File: src/rtl/ram_arb_pkg.sv
// ram_arb_pkg
// Shared definitions for the RAM port arbiter: RAM word geometry, the lock
// state encoding, and a helper that sizes requester-index fields.
package ram_arb_pkg;

    localparam int RAM_DATA_W = 32;
    localparam int RAM_BE_W   = 4;

    typedef enum logic [0:0] {
        UNLOCKED = 1'b0,
        LOCKED   = 1'b1
    } lock_state_t;

    // Width of an index that selects one of n items (never less than one bit).
    function automatic int idx_width(input int n);
        return (n > 1) ? $clog2(n) : 1;
    endfunction

endpackage

File: src/rtl/rr_picker.sv
// rr_picker
// Combinational round-robin picker: scans the request vector starting at
// position ptr and wrapping around, and returns the first requester found.
// Ports:
//   req   in   N       request vector
//   ptr   in   IDX_W   position where the search starts
//   grant out  N       one-hot grant (all zero when nothing is requested)
//   idx   out  IDX_W   index of the granted requester (0 when none)
//   found out  1       any requester granted
module rr_picker
    import ram_arb_pkg::*;
#(
    parameter int N     = 4,
    parameter int IDX_W = idx_width(N)
) (
    input  logic [N-1:0]     req,
    input  logic [IDX_W-1:0] ptr,
    output logic [N-1:0]     grant,
    output logic [IDX_W-1:0] idx,
    output logic             found
);

    logic [IDX_W:0]   sum_s;
    logic [IDX_W-1:0] cand_s;

    // Walk the requesters in priority order ptr, ptr+1, ... (mod N); first hit wins.
    always_comb begin
        grant  = '0;
        idx    = '0;
        found  = 1'b0;
        sum_s  = '0;
        cand_s = '0;
        for (int off = 0; off < N; off++) begin
            // One extra bit keeps the wrap correct when N is not a power of two.
            sum_s  = {1'b0, ptr} + (IDX_W+1)'(off);
            cand_s = (sum_s >= (IDX_W+1)'(N)) ? IDX_W'(sum_s - (IDX_W+1)'(N))
                                              : IDX_W'(sum_s);
            if (!found && req[cand_s]) begin
                grant[cand_s] = 1'b1;
                idx           = cand_s;
                found         = 1'b1;
            end else begin
                found = found;
            end
        end
    end

endmodule

File: src/rtl/ram_port_arbiter.sv
// ram_port_arbiter
// Shares one single-port, byte-enabled 32-bit RAM (one-cycle synchronous read)
// between N requesters. One access per cycle, round-robin fairness, read data
// returned one cycle after the grant to the requester that issued it.
// Optional lock for atomic read-modify-write sequences, enabled by defining
// the macro RAM_ARB_LOCK_EN (lock FSM, idle timeout and lock_abort present).
// Ports:
//   clock, reset                     clock (rising edge), async active-high reset
//   req_valid/write/lock [N]         per-requester request, direction, lock
//   req_address [N*ADDR_W]           byte address, requester i at slice i
//   req_data [N*32], req_byte_en [N*4]  write data and byte enables
//   req_ready [N]                    one-hot grant, combinational
//   rsp_valid [N], rsp_data [32]     read response, one cycle after grant
//   lock_abort                       one-cycle pulse when a lock times out
//   ram_*                            RAM command out, ram_data_out in
module ram_port_arbiter
    import ram_arb_pkg::*;
#(
    parameter int N            = 4,
    parameter int ADDR_W       = 18,
    parameter int LOCK_TIMEOUT = 16
) (
    input  logic                     clock,
    input  logic                     reset,
    input  logic [N-1:0]             req_valid,
    input  logic [N-1:0]             req_write,
    input  logic [N*ADDR_W-1:0]      req_address,
    input  logic [N*RAM_DATA_W-1:0]  req_data,
    input  logic [N*RAM_BE_W-1:0]    req_byte_en,
    input  logic [N-1:0]             req_lock,
    output logic [N-1:0]             req_ready,
    output logic [N-1:0]             rsp_valid,
    output logic [RAM_DATA_W-1:0]    rsp_data,
    output logic                     lock_abort,
    output logic [ADDR_W-1:0]        ram_address,
    output logic [RAM_DATA_W-1:0]    ram_data_in,
    output logic [RAM_BE_W-1:0]      ram_byte_enablers,
    output logic                     ram_write_enable,
    input  logic [RAM_DATA_W-1:0]    ram_data_out
);

    localparam int IDX_W = idx_width(N);

    logic [N-1:0]     req_eff_s;
    logic [N-1:0]     allowed_mask_s;
    logic [N-1:0]     grant_s;
    logic [IDX_W-1:0] grant_idx_s;
    logic             grant_any_s;
    logic             advance_s;

    logic [IDX_W-1:0] rr_ptr_q, rr_ptr_d;
    logic             pend_valid_q, pend_valid_d;
    logic [IDX_W-1:0] pend_id_q, pend_id_d;

    // Nothing is granted while reset is held, so every output reads zero then.
    assign req_eff_s = req_valid & allowed_mask_s & {N{~reset}};

    rr_picker #(
        .N     (N),
        .IDX_W (IDX_W)
    ) u_picker (
        .req   (req_eff_s),
        .ptr   (rr_ptr_q),
        .grant (grant_s),
        .idx   (grant_idx_s),
        .found (grant_any_s)
    );

    assign req_ready = grant_s;

    // Steer the granted requester onto the RAM command; idle command is all zero.
    always_comb begin
        ram_address       = '0;
        ram_data_in       = '0;
        ram_byte_enablers = '0;
        ram_write_enable  = 1'b0;
        if (grant_any_s) begin
            ram_address       = req_address[grant_idx_s*ADDR_W +: ADDR_W];
            ram_data_in       = req_data[grant_idx_s*RAM_DATA_W +: RAM_DATA_W];
            ram_write_enable  = req_write[grant_idx_s];
            ram_byte_enablers = req_write[grant_idx_s]
                              ? req_byte_en[grant_idx_s*RAM_BE_W +: RAM_BE_W]
                              : {RAM_BE_W{1'b0}};
        end else begin
            ram_write_enable = 1'b0;
        end
    end

    // Next pointer and pending-read bookkeeping.
    always_comb begin
        rr_ptr_d     = rr_ptr_q;
        pend_valid_d = 1'b0;
        pend_id_d    = pend_id_q;
        if (grant_any_s && advance_s) begin
            rr_ptr_d = (grant_idx_s == IDX_W'(N-1)) ? {IDX_W{1'b0}}
                                                    : grant_idx_s + IDX_W'(1);
        end else begin
            rr_ptr_d = rr_ptr_q;
        end
        if (grant_any_s && !req_write[grant_idx_s]) begin
            pend_valid_d = 1'b1;
            pend_id_d    = grant_idx_s;
        end else begin
            pend_valid_d = 1'b0;
        end
    end

    // Round-robin pointer and pending-read registers.
    always_ff @(posedge clock or posedge reset) begin
        if (reset) begin
            rr_ptr_q     <= '0;
            pend_valid_q <= 1'b0;
            pend_id_q    <= '0;
        end else begin
            rr_ptr_q     <= rr_ptr_d;
            pend_valid_q <= pend_valid_d;
            pend_id_q    <= pend_id_d;
        end
    end

    // The RAM already registers its read data, so the response is that data
    // qualified by the pending flag captured at the grant.
    assign rsp_valid = pend_valid_q ? (N'(1'b1) << pend_id_q) : {N{1'b0}};
    assign rsp_data  = pend_valid_q ? ram_data_out : {RAM_DATA_W{1'b0}};

`ifdef RAM_ARB_LOCK_EN
    localparam int CNT_W = idx_width(LOCK_TIMEOUT);

    lock_state_t      state_q, state_d;
    logic [IDX_W-1:0] owner_q, owner_d;
    logic [CNT_W-1:0] idle_cnt_q, idle_cnt_d;
    logic             lock_abort_q, lock_abort_d;

    // Lock state register.
    always_ff @(posedge clock or posedge reset) begin
        if (reset) begin
            state_q      <= UNLOCKED;
            owner_q      <= '0;
            idle_cnt_q   <= '0;
            lock_abort_q <= 1'b0;
        end else begin
            state_q      <= state_d;
            owner_q      <= owner_d;
            idle_cnt_q   <= idle_cnt_d;
            lock_abort_q <= lock_abort_d;
        end
    end

    // Lock next-state: take on a locked grant, drop on an unlocked owner
    // access, or force release after LOCK_TIMEOUT idle cycles.
    always_comb begin
        state_d      = state_q;
        owner_d      = owner_q;
        idle_cnt_d   = idle_cnt_q;
        lock_abort_d = 1'b0;
        case (state_q)
            UNLOCKED: begin
                if (grant_any_s && req_lock[grant_idx_s]) begin
                    state_d    = LOCKED;
                    owner_d    = grant_idx_s;
                    idle_cnt_d = '0;
                end else begin
                    state_d = UNLOCKED;
                end
            end
            LOCKED: begin
                // Only the owner can be granted here, so any grant is the owner's.
                if (grant_any_s) begin
                    idle_cnt_d = '0;
                    state_d    = req_lock[owner_q] ? LOCKED : UNLOCKED;
                end else if (idle_cnt_q == CNT_W'(LOCK_TIMEOUT-1)) begin
                    state_d      = UNLOCKED;
                    idle_cnt_d   = '0;
                    lock_abort_d = 1'b1;
                end else begin
                    idle_cnt_d = idle_cnt_q + CNT_W'(1);
                end
            end
            default: begin
                state_d    = UNLOCKED;
                idle_cnt_d = '0;
            end
        endcase
    end

    // Lock outputs: restrict grants to the owner and freeze the pointer while locked.
    always_comb begin
        allowed_mask_s = {N{1'b1}};
        advance_s      = 1'b1;
        if (state_q == LOCKED) begin
            allowed_mask_s = N'(1'b1) << owner_q;
            advance_s      = 1'b0;
        end else begin
            advance_s = 1'b1;
        end
    end

    assign lock_abort = lock_abort_q;
`else
    logic        unused_lock_s;
    logic [31:0] unused_timeout_s;

    assign unused_lock_s    = ^req_lock;
    assign unused_timeout_s = LOCK_TIMEOUT;
    assign allowed_mask_s   = {N{1'b1}};
    assign advance_s        = 1'b1;
    assign lock_abort       = 1'b0;
`endif

endmodule

File: config.mk
export PLATFORM = sky130hd
export DESIGN_NAME = ram_port_arbiter
export DESIGN_NICKNAME = d
export VERILOG_FILES = /design/src/rtl/ram_arb_pkg.sv /design/src/rtl/rr_picker.sv /design/src/rtl/ram_port_arbiter.sv
export SDC_FILE = /design/constraint.sdc
export NUM_CORES = 1
export LEC_CHECK = 0
export ABC_AREA = 1
export ABC_CLOCK_PERIOD_IN_PS = 3100
export BUFFER_PORTS_ARGS = -buffer_cell sky130_fd_sc_hd__buf_4
export CAP_MARGIN = 25
export CELL_PAD_IN_SITES_DETAIL_PLACEMENT = 0
export CELL_PAD_IN_SITES_GLOBAL_PLACEMENT = 1
export CORE_AREA = 2 2 139 141
export DETAILED_ROUTE_END_ITERATION = 6
export DIE_AREA = 0 0 141 143
export PLACE_DENSITY = 0.81
export SLEW_MARGIN = 20
export SYNTH_ARGS = -nofsm -noshare
export SYNTH_HDL_FRONTEND = slang
export SYNTH_SLANG_ARGS = --single-unit
File: constraint.sdc
create_clock -name clock -period 3.1 [get_ports clock]
set_clock_uncertainty 0.05 [all_clocks]
set_input_delay 0.31 -clock clock [delete_from_list [all_inputs] [get_ports clock]]
set_output_delay 0.31 -clock clock [all_outputs]
set_load 0.03 [all_outputs]
Yosys cells after proc, flatten, opt, wreduce, memory -nomap -nowiden. Index checks and enable logic that the tools add are counted.

Bits in registers: 5. Input bits: 262.

Add/subtract/negate cells: 8. Multipliers: 1. Magnitude comparators: 13. Equality and inequality tests: 1. Shifts and indexed selects: 4. Muxes and demuxes: 43. Bitwise gates (word level): 5. Reduce and logical (&&, ||, !) cells: 12.

Operator list (number): 128-bit by 8-bit indexed part select with 32-bit output (1); 72-bit by 8-bit indexed part select with 18-bit output (1); 32-bit 2-to-1 mux (2); 4-bit 2-to-1 mux (7); 18-bit 2-to-1 mux (1); 2-bit 2-to-1 mux (9); 16-bit by 5-bit indexed part select with 4-bit output (1); 2-bit by 3-bit less-than comparator with 1-bit output, second input constant (5); 1-bit 2-to-1 mux (15); 4-bit bitwise OR (3); 1-bit binary-select mux with 2-bit select (5); 3-bit greater-or-equal comparator, second input constant (3); 1-bit demux with 2-bit select (4); 2-bit by 1-bit greater-or-equal comparator with 1-bit output, second input constant (4); 1-bit logical AND (8); 2-bit by 1-bit subtractor with 2-bit output, second input constant (4); 2-bit by 2-bit adder with 3-bit output, second input constant (2); 2-bit by 4-bit multiplier with 6-bit output, second input constant (1); 4-bit bitwise AND (1); 1-bit logical NOT (4); 1-bit by 2-bit << shifter with 4-bit output, first input constant (1); 2-bit by 1-bit adder with 3-bit output, second input constant (1); 2-bit by 3-bit greater-or-equal comparator with 1-bit output, second input constant (1); 2-bit by 1-bit adder with 2-bit output, second input constant (1); 2 further kinds (2).

Longest topological paths before layout.
Depth after elaboration: 19. Mapped depth: 16. Depth with buffers taken out: 15.

Modules after synthesis. A second synthesis with hierarchy kept.

Cells, all modules: 610. Area total of the unflattened synthesis: 2891.5 um^2.

By module, submodules not included: ram_port_arbiter (times used 1, cells each 536, area each 2451.1 um^2, seq. area each 125.1 um^2); rr_picker (times used 1, cells each 74, area each 440.4 um^2, seq. area each 0.0 um^2).

Least setup slack after synthesis. OpenSTA, ideal clock, no wires.

Path kind: register -> output. From: register rr_ptr_q[0]. To: output ram_data_in[10]. Arrival time: 2.672 ns. Required time: 2.740 ns. Path slack: 0.068 ns. Cell stages (with the launch flop): 16. Cells stage by stage: dfrtp_1 inv_2 ha_1 inv_1 nand3_1 nand2_2 nand2_2 clkinv_2 nand3_4 nor2_2 inv_2 nand2_4 buf_6 buf_6 o211ai_1 a21oi_1.

Longest elaborated chain between the ends: 16. Elaborated cells between the ends (all ways): 39. Classes of those cells: add/sub: 7; order compare: 4; shift: 1; mux: 21; reduce/logical: 6.

Ends and longest elaborated chain: from (decl) (line ram_port_arbiter.sv:51) `logic [IDX_W-1:0] rr_ptr_q, rr_ptr_d;`; from (signal assigned) (line ram_port_arbiter.sv:115) `rr_ptr_q <= rr_ptr_d;`; branches (longest 15 deep; another with 2-bit by 1-bit adder with 3-bit output); 32-bit 2-to-1 mux * (line ram_port_arbiter.sv:77) `if (grant_any_s) begin`; to (decl) (line ram_port_arbiter.sv:36) `output logic [RAM_DATA_W-1:0] ram_data_in,`.

Every way passes the cells marked *. The select of a mux whose other input is x is not followed.

Worst setup path in the final report.
From: register rr_ptr_q[0]. To: output ram_address[0].

Longest elaborated chain between the ends: 17. Elaborated cells between the ends (all ways): 40. Classes of those cells: add/sub: 7; mul: 1; order compare: 4; shift: 1; mux: 21; reduce/logical: 6.

Ends and longest elaborated chain: branches (longest 16 deep; another with 2-bit by 1-bit adder with 3-bit output); 18-bit 2-to-1 mux * (line ram_port_arbiter.sv:77); to (decl) (line ram_port_arbiter.sv:35) `output logic [ADDR_W-1:0] ram_address,`.

Marks and branches as above.

==> results_dict.tcl <==
set metrics [dict create \
    synth-seq-area-share_pct 4.03 \
    cts_max_path_buffers 2 \
    critical-path-top-delay-family "simple AND/OR/NAND/NOR gates" \
    multiInputGateArea_mm2 0.00247 \
    grt_usage_pct 15.7 \
    grt_pass1_wl_um 25200 \
    numCtsBuffers 3 \
    worstPathMaxFanout 12 \
    hp-start "req_write[2]" \
    grt_pass1_vias 4902 \
    slowest_delay_ns 0.38 \
    critPathKind "register to primary output" \
    viasPerCell 4.40 \
    num_antenna_cells 0 \
    hold_path_class "primary input to register" \
    cts_tree "built" \
    firstDrtPassIters 4 \
    num_vias 5343 \
    die_width_um 141 \
    wire_per_inst_um 15.1 \
    syn_inst 621 \
    required_ns 2.74 \
    cts-root-buf "clkbuf_16" \
    postRouteWirelength_um 18300 \
    critPathBufInv 5 \
    dpl.hpwl_um 13600 \
    gp_congestion 0.820 \
    core-area_mm2 0.0186 \
    dieArea_mm2 0.0202 \
    drive_gt1_share_pct 45.0 \
    worst_setup_path_start_kind "register" \
    period_share_pct 98.7 \
    port_buffers 352 \
    finalNetCount 1250 \
    drt_iter0_drc 239 \
    endpoint_kind "primary output" \
    start_util_pct 16.7 \
    htreeDepth 1 \
    fmax_mhz 327 \
    worstPathCellList "inv_2 > buf_6 > nand3_2 > nand3_1 > nand2_4 > nand3_2 > nand2_2 > nand2_4 > nand3_4 > buf_12 > clkbuf_16 > o211ai_1 > a21oi_1 > buf_4" \
    antenna_left 0 \
    syn-num-nets 891 \
    pin_count 358 \
    tightest_slew_ns 0.524 \
    clock_sinks 5 \
    die_h_um 143 \
    drv_cap 0 \
    antenna_found_initial 0 \
    finalMaxSlewViolations 0 \
    cp_slowest_cell "dfrtp_1" \
    synthDistinctLibCells 26 \
    reg2reg_from "rr_ptr_q[1]" \
    drcViolationCount 0 \
    syn_area_mm2 0.00311 \
    syn_avg_cell_area_um2 5.00 \
    setup_viol 0 \
    floorplan.rows 50 \
    hold_violations 0 \
    slew_headroom_pct 65.1 \
    clk_pin_slew_worst_paths_ns 0.03 \
    crit_arrival_ns 2.70 \
    syn_to_final_growth_pct 115 \
    grt_max_degree 38 \
    overflow 0 \
    outcome "finished clean" \
    ys_seq_elements 5 \
    fillCellCount 2060 \
    ys_warn_count 0 \
    seq_area_um2 125 \
    dp.cells 1187 \
    crit_path_start "rr_ptr_q[0]" \
    final_util_pct 36.0 \
    fin_cells 1213 \
    post-route-min-period_ns 3.06 \
    clkLatencyLatePin_ns 0.23 \
]
==> tightest hold or removal path, cell delays in order <==
cell,delay (ns)
buf_4,0.10
nand2_1,0.06
nand3_2,0.10
nand2_1,0.07
==> synth_stat cells <==
library cell | n | share of area, %
nand2_1 | 126 | 15
nor2_1 | 111 | 13
inv_1 | 100 | 12
a21oi_1 | 52 | 8.4
o211ai_1 | 50 | 12
o21ai_1 | 50 | 8.1
nand3_1 | 33 | 5.3
buf_2 | 18 | 2.9
clkbuf_1 | 14 | 1.7
buf_6 | 10 | 3.6
ha_1 | 8 | 3.2
nand3_2 | 6 | 1.9
dfrtp_1 | 5 | 4.0
inv_2 | 5 | 0.60
nand2_2 | 5 | 1.0
o21ai_0 | 5 | 0.81
a221oi_1 | 4 | 1.1
nand4_1 | 4 | 0.81
nor3_1 | 4 | 0.64
buf_4 | 3 | 0.73
nand3_4 | 2 | 1.1
nor2_2 | 2 | 0.40
clkinv_1 | 1 | 0.12
clkinv_2 | 1 | 0.16
conb_1 | 1 | 0.12
nand2_4 | 1 | 0.36
==> cell type report <==
cell class,count,area share (%)
Inverter,107,6.06
Multi-Input combinational cell,466,37.0
Clock buffer,4,1.18
Timing Repair Buffer,397,49.5
Tap cell,234,4.38
Sequential cell,5,1.87
==> layer usage <==
| layer | vias up | GRT usage, % | wire (um) |
|---|---|---|---|
| li1 | 2724 | - | - |
| met1 | 2363 | 16.6 | 6760 |
| met2 | 245 | 32.4 | 10000 |
| met3 | 11 | 3.69 | 1460 |
| met4 | 0 | 1.37 | 86 |
| met5 | - | 0 | 0 |
==> cells by family (layout without fill, tap and decap cells) <==
kind of cell,after synthesis,in the layout,share of synthesized area [%]
AO/OA/AOI/OAI,161,161,30.5
buffers and inverters,152,508,21.9
adder cells (fa/ha/maj),8,8,3.22
other,1,1,0.121
flip-flops,5,5,4.03
AND/OR/NAND/NOR,294,296,40.2
==> path summary, 6_finish.rpt <==
path / end / slack (ns) / cells past startpoint
worst max-delay path: ram_address[0] / 0.04 / 14
worst min-delay path: pend_id_q[1] / 0.40 / 4
worst max register to register: pend_id_q[1] / 0.73 / 17
worst min register to register: pend_id_q[0] / 0.53 / 2
max in group asynchronous: pend_id_q[1] / 2.13 / 3
min in group asynchronous: pend_valid_q / 0.67 / 3
==> registers in the layout, summed over array words and instances, names as in the netlist <==
| register | flops |
|---|---|
| rr_ptr_q | 2 |
| pend_id_q | 2 |
| pend_valid_q | 1 |
==> metrics by stage <==
stage	instance area, um2	TNS [ns]	hold WS (ns)	setup slack [ns]
floorplan	3110	0	0.0552	0.0675
detailed placement	6100	0	0.200	0.142
finish	6690	0	0.403	0.0404
global route	6690	-0.245	0.435	-0.0387
CTS	6340	0	0.401	0.00658
global placement	6100	0	0.197	0.137
==> placed cells by master, fill, tap and decap left out, types with 2 or more instances in the layout <==
| cell | Yosys | layout |
|---|---|---|
| o211ai_1 | 50 | 50 |
| buf_6 | 10 | 3 |
| nand2_2 | 5 | 2 |
| ha_1 | 8 | 7 |
| buf_12 | 0 | 13 |
| nor2_2 | 2 | 2 |
| nand3_4 | 2 | 7 |
| buf_16 | 0 | 3 |
| clkbuf_16 | 0 | 7 |
| a21oi_2 | 0 | 2 |
| o21ai_1 | 50 | 50 |
| a21oi_1 | 52 | 50 |
| a221oi_1 | 4 | 4 |
| nand3_1 | 33 | 22 |
| nand2_4 | 1 | 4 |
| nand2_1 | 126 | 125 |
| inv_2 | 5 | 6 |
| nand4_1 | 4 | 4 |
| nand3_2 | 6 | 14 |
| buf_4 | 3 | 372 |
| nor3_1 | 4 | 4 |
| dfrtp_1 | 5 | 5 |
| o21ai_0 | 5 | 5 |
| inv_1 | 100 | 99 |
| nor2_1 | 111 | 110 |
==> what timing repair did <==
action | 4_1_cts | 5_1_grt
pin swaps | 1 | 5
setup endpoints to repair | 45 | 55
hold endpoints to repair | 5 | 0
hold buffers | 1 | 0
buffers inserted | 3 | 9
cloned | 4 | 5
gates resized for setup | 5 | 29
Power is left out: the tool's default activity adds up to more than one toggle a clock period on the data nets, which glitch-free logic cannot reach.
